[src/rtl/imm_ext_pkg.sv]
// Shared types for the immediate extension pipeline.
// IMM_EXT_TRUNC_CHECK_EN is handled in the users of this package.
package imm_ext_pkg;

    typedef enum logic [1:0] {
        IMM_ZERO = 2'd0,
        IMM_SIGN = 2'd1,
        IMM_LUI  = 2'd2,
        IMM_BR   = 2'd3
    } imm_mode_t;

    typedef logic [1:0] state_t;

    localparam state_t ST_EMPTY = 2'd0;
    localparam state_t ST_ONE   = 2'd1;
    localparam state_t ST_TWO   = 2'd2;

    localparam int BR_SHIFT = 2;

endpackage

[src/rtl/imm_ext_core.sv]
// Combinational immediate extension: zero, sign, upper-load, branch.
// IMM_EXT_TRUNC_CHECK_EN adds the trunc flag for lost significant bits.
module imm_ext_core
    import imm_ext_pkg::*;
#(
    parameter int IN_W  = 16,
    parameter int OUT_W = 32
) (
    input  imm_mode_t         mode,
    input  logic [IN_W-1:0]   imm,
    output logic [OUT_W-1:0]  result
`ifdef IMM_EXT_TRUNC_CHECK_EN
    ,
    output logic              trunc
`endif
);

    logic [OUT_W-1:0] zx_val;
    logic [OUT_W-1:0] sx_val;
    logic [OUT_W-1:0] lui_val;
    logic [OUT_W-1:0] br_val;

    assign zx_val  = OUT_W'(imm);
    assign sx_val  = OUT_W'($signed(imm));
    assign lui_val = OUT_W'((OUT_W+IN_W)'(imm) << IN_W);
    assign br_val  = OUT_W'((OUT_W+BR_SHIFT)'($signed(imm)) << BR_SHIFT);

    // Select the extended operand for the requested mode
    always_comb begin
        result = '0;
        unique case (1'b1)
            mode == IMM_ZERO: result = zx_val;
            mode == IMM_SIGN: result = sx_val;
            mode == IMM_LUI:  result = lui_val;
            mode == IMM_BR:   result = br_val;
            default:          result = '0;
        endcase
    end

`ifdef IMM_EXT_TRUNC_CHECK_EN
    // Bits shifted out above OUT_W, plus the kept MSB for the branch case
    logic [IN_W-1:0]     lui_hi;
    logic [BR_SHIFT:0]   br_top;

    assign lui_hi = IN_W'(((OUT_W+IN_W)'(imm) << IN_W) >> OUT_W);
    assign br_top = (BR_SHIFT+1)'(
        ((OUT_W+BR_SHIFT)'($signed(imm)) << BR_SHIFT) >> (OUT_W-1));

    // Flag results whose dropped high bits carried information
    always_comb begin
        trunc = 1'b0;
        unique case (1'b1)
            mode == IMM_LUI: trunc = |lui_hi;
            mode == IMM_BR:  trunc = !((br_top == '0) || (br_top == '1));
            default:         trunc = 1'b0;
        endcase
    end
`endif

endmodule

[src/rtl/imm_ext_pipe.sv]
// Registered immediate generator with valid/ready and a 2-entry skid buffer.
// IMM_EXT_TRUNC_CHECK_EN adds the out_trunc port and its registers.
module imm_ext_pipe
    import imm_ext_pkg::*;
#(
    parameter int IN_W  = 16,
    parameter int OUT_W = 32
) (
    input  logic              clk,
    input  logic              rst_n,
    input  logic              in_valid,
    output logic              in_ready,
    input  logic [1:0]        in_mode,
    input  logic [IN_W-1:0]   in_imm,
    output logic              out_valid,
    input  logic              out_ready,
    output logic [OUT_W-1:0]  out_imm,
    output logic [1:0]        out_mode
`ifdef IMM_EXT_TRUNC_CHECK_EN
    ,
    output logic              out_trunc
`endif
);

    state_t            state;
    logic [OUT_W-1:0]  res_imm;
    logic [OUT_W-1:0]  m_imm;
    logic [OUT_W-1:0]  s_imm;
    logic [1:0]        m_mode;
    logic [1:0]        s_mode;
    logic              in_xfer;
    logic              out_xfer;
`ifdef IMM_EXT_TRUNC_CHECK_EN
    logic              res_trunc;
    logic              m_trunc;
    logic              s_trunc;
`endif

    imm_ext_core #(
        .IN_W  (IN_W),
        .OUT_W (OUT_W)
    ) u_core (
        .mode   (imm_mode_t'(in_mode)),
        .imm    (in_imm),
        .result (res_imm)
`ifdef IMM_EXT_TRUNC_CHECK_EN
        ,
        .trunc  (res_trunc)
`endif
    );

    assign in_ready  = (state != ST_TWO);
    assign out_valid = (state != ST_EMPTY);
    assign in_xfer   = in_valid && in_ready;
    assign out_xfer  = out_valid && out_ready;
    assign out_imm   = m_imm;
    assign out_mode  = m_mode;
`ifdef IMM_EXT_TRUNC_CHECK_EN
    assign out_trunc = m_trunc;
`endif

    // Occupancy FSM: load M directly, park in S when M is stalled
    always_ff @(posedge clk or negedge rst_n) begin
        if (!rst_n) begin
            state   <= ST_EMPTY;
            m_imm   <= '0;
            m_mode  <= '0;
            s_imm   <= '0;
            s_mode  <= '0;
`ifdef IMM_EXT_TRUNC_CHECK_EN
            m_trunc <= 1'b0;
            s_trunc <= 1'b0;
`endif
        end else begin
            unique case (1'b1)
                state == ST_EMPTY: begin
                    if (in_xfer) begin
                        m_imm   <= res_imm;
                        m_mode  <= in_mode;
`ifdef IMM_EXT_TRUNC_CHECK_EN
                        m_trunc <= res_trunc;
`endif
                        state   <= ST_ONE;
                    end
                end
                state == ST_ONE: begin
                    if (in_xfer && out_xfer) begin
                        m_imm   <= res_imm;
                        m_mode  <= in_mode;
`ifdef IMM_EXT_TRUNC_CHECK_EN
                        m_trunc <= res_trunc;
`endif
                    end else if (in_xfer) begin
                        s_imm   <= res_imm;
                        s_mode  <= in_mode;
`ifdef IMM_EXT_TRUNC_CHECK_EN
                        s_trunc <= res_trunc;
`endif
                        state   <= ST_TWO;
                    end else if (out_xfer) begin
                        state   <= ST_EMPTY;
                    end
                end
                state == ST_TWO: begin
                    if (out_xfer) begin
                        m_imm   <= s_imm;
                        m_mode  <= s_mode;
`ifdef IMM_EXT_TRUNC_CHECK_EN
                        m_trunc <= s_trunc;
`endif
                        state   <= ST_ONE;
                    end
                end
                default: state <= ST_EMPTY;
            endcase
        end
    end

endmodule

[config.mk]
export PLATFORM = sky130hd
export DESIGN_NAME = imm_ext_pipe
export DESIGN_NICKNAME = d
export VERILOG_FILES = /design/src/rtl/imm_ext_pkg.sv /design/src/rtl/imm_ext_core.sv /design/src/rtl/imm_ext_pipe.sv
export SDC_FILE = /design/constraint.sdc
export NUM_CORES = 1
export LEC_CHECK = 0
export ABC_AREA = 1
export BUFFER_PORTS_ARGS = -buffer_cell sky130_fd_sc_hd__buf_2
export CAP_MARGIN = 10
export CORE_ASPECT_RATIO = 0.8
export CORE_MARGIN = 5
export CORE_UTILIZATION = 30
export CTS_CLUSTER_DIAMETER = 80
export DETAILED_ROUTE_END_ITERATION = 8
export GPL_ROUTABILITY_DRIVEN = 0
export MAX_ROUTING_LAYER = met4
export PLACE_DENSITY_LB_ADDON = 0.12
export SLEW_MARGIN = 20
export SYNTH_ARGS = -nofsm -noshare
export SYNTH_HDL_FRONTEND = slang
export SYNTH_SLANG_ARGS = --single-unit
[constraint.sdc]
create_clock -name clk -period 1.2 [get_ports clk]
set_input_delay 0.06 -clock clk [delete_from_list [all_inputs] [get_ports clk]]
set_output_delay 0.06 -clock clk [all_outputs]
set_load 0.02 [all_outputs]
==> metrics.txt <==
# diodes 0; area of the die 14100 um2; drt total wl 11100 um; count leader, synth nand2_1; Starting Density 30.7%; H-tree levels 3; placed cell area 4090 um2; CP Capture Type flip-flop; Syn Area/Cell 7.63 um2; end of the worst hold path s_imm[0]$_DFFE_PN0P_; DR pass1 iterations 4; Worst Path Arrival 1.64 ns; RSZ-0062 raised after global routing true; Ys Warns 0; die height 107 um; worst reg2reg path depth 9; met1 usage 21.4%; CP Class flip-flop to flip-flop; first-pass GRT wire length 16700 um; Pwr per Cell Area 1960 nW/um2; total power 10100 uW; initial antenna violation count 0; 1st-iter DRT viols 206; layout cell share with drive strength beyond 1 38.8%; Vias/cell 4.77; CTS sink count 70; DRC viols 0; PnR worst setup slack -0.218 ns; M2 GR Usage 22.2%; Fmax 705 MHz; Area growth, synth to finish 45.0%; Yosys top cell by area dfrtp_1; Die X-Extent 131 um; post-DP HPWL 6530 um; Seq/Total Area, Yosys 49.5%; Rel. slew slack 73.5%; vias in the first global route 3179; flop2flop setup slack -0.22 ns; routing usage on met3 3.99%; failing checks setup timing; status complete, but fails checks; CTS tree done; Post-Synthesis Cells 464; synth top area cells dfrtp_1, nand2_1, nor2_1; Pleak 0.00263 uW; Final ANT Viol Nets 0; share of the synthesized area in the top cell type 49.5%; Congestion Overflow GR 0; peak supply drop 716 uV; Clock Skews 0.00497 ns; worst hold stages 5; clock latency on the worst-skew pair 0.34 ns; CTS root buf clkbuf_16; endpoints failing hold 0; Hold Worst Slack 0.0935 ns; GR Util All Layers 15.4%; crit-path max FO 8; synthesized area 3540 um2; number of synthesized flops with an enable pin 0; crit start category flip-flop; synthesized flop and latch total 70; worst hold path type primary input to flip-flop; Wirelength per Cell 15.7 um; CP required 1.42 ns; Yosys cell types 21; Hold Path Origin in_imm[0]; maximum capacitance violations 0; Synth Flop Type dfrtp_1; Post-synth top cells nand2_1, dfrtp_1, nor2_1, inv_1, o21ai_0; IO Port Bufs 57; clk buf depth 2; final instance area 5130 um2; Placement Setup Slack -0.123 ns; Worst Tran Pin Value 0.397 ns; reg2reg start state[1]$_DFFE_PN0P_; routed via count 3364; TritonCTS Buffers 9; # IOs 58; final setup fails 71; core area 11500 um2; nets 574; syn_nets 486; minimum clock period 1.42 ns; post-route non-filler standard cell count 705; Post-synth ARST share 100%; pin count of the biggest net entering global routing 71; Critical R2R Capture out_imm[6]$_DFFE_PN0P_; Pins Over Slew Limit 0; Reg clk slew, reported paths 0.06 ns; Top Usage Layer GRT met2; final cycle utilization of the critical path 118%; std cell rows 35; cell total after placement 665
-- power breakdown --
group / switching (uW) / total [uW] / internal (uW) / leakage, uW
clock: 1050 / 2640 / 1590 / 0.000141
combinational: 2190 / 3720 / 1530 / 0.00162
sequential: 493 / 3710 / 3220 / 0.000871
total: 3730 / 10100 / 6340 / 0.00263
-- metrics by stage --
stage               util, %  TNS [ns]
finish                 44.6    -10.84
global route           44.6    -15.49
CTS                    40.4     -7.38
detailed placement     35.5     -3.46
global placement       35.5     -2.50
floorplan                 -    -0.337
-- kinds of logic after synthesis --
kind of cell | Yosys count | share of synthesized area, %
flops | 70 | 49.5
simple gates | 213 | 24.6
buf+inv | 81 | 10.3
compound gates | 100 | 15.6
-- worst max-delay path by stage --
stage	start	endpoint	slack [ns]	cells past startpoint
after floorplan	state[1]$_DFFE_PN0P_	out_imm[19]$_DFFE_PN0P_	-0.01	6
after global placement	state[1]$_DFFE_PN0P_	out_mode[0]$_DFFE_PN0P_	-0.09	7
after detailed placement	state[1]$_DFFE_PN0P_	out_imm[15]$_DFFE_PN0P_	-0.12	8
after CTS	state[0]$_DFFE_PN0P_	out_valid	-0.16	5
after global routing	state[1]$_DFFE_PN0P_	out_imm[20]$_DFFE_PN0P_	-0.29	8
final	state[1]$_DFFE_PN0P_	out_imm[6]$_DFFE_PN0P_	-0.22	9
-- cells in the final DEF, fill, tap and decap left out, types with 15 or more instances in the layout --
cell type	synthesis	routed
buf_2	11	55
o21ai_2	0	20
o21ai_0	40	16
dfrtp_1	70	69
inv_1	47	47
nand3_1	33	33
o21ai_1	28	32
nand2_1	113	64
nor2_1	61	57
nand2_2	3	34
a21oi_1	18	18
clkbuf_16	0	15
nand2_4	0	18
buf_4	6	17
-- registers in the layout, indices dropped and copies added (netlist names) --
register and flops:
s_imm 32, state 2, out_imm 32, out_mode 2, s_mode 2
-- routing by layer --
layer / part of all wire (%) / routed length, um
met4: 1.6 / 175
met3: 5.1 / 568
met2: 43 / 4710
met1: 51 / 5620
met5: 0 / 0
-- worst max-delay path, cell delays in order (launching register included) --
cell and delay [ns]:
dfrtp_1 0.42, buf_6 0.14, nand2_2 0.05, inv_2 0.04
nor2_4 0.13, nand2_4 0.10, clkbuf_16 0.18, buf_8 0.14
nand2_1 0.06, nand2_1 0.05
-- repair_timing --
action,4_1_cts,5_1_grt
hold buffers,3,0
endpoints found under the setup margin,60,72
gates resized for setup,33,114
cloned,4,8
endpoints found under the hold margin,72,0
buffers inserted,8,5
pin swaps,2,14
-- layout make-up --
cell class	count	area (um2)
clock buffers	9	225
clock inverters	7	65.1
fillers	1141	6390
inverters	55	221
multi-input cells	313	1730
flip-flops and latches	70	1750
well taps	148	185
repair buffers	103	947
Note: power is estimated with default switching activity, not from simulation.
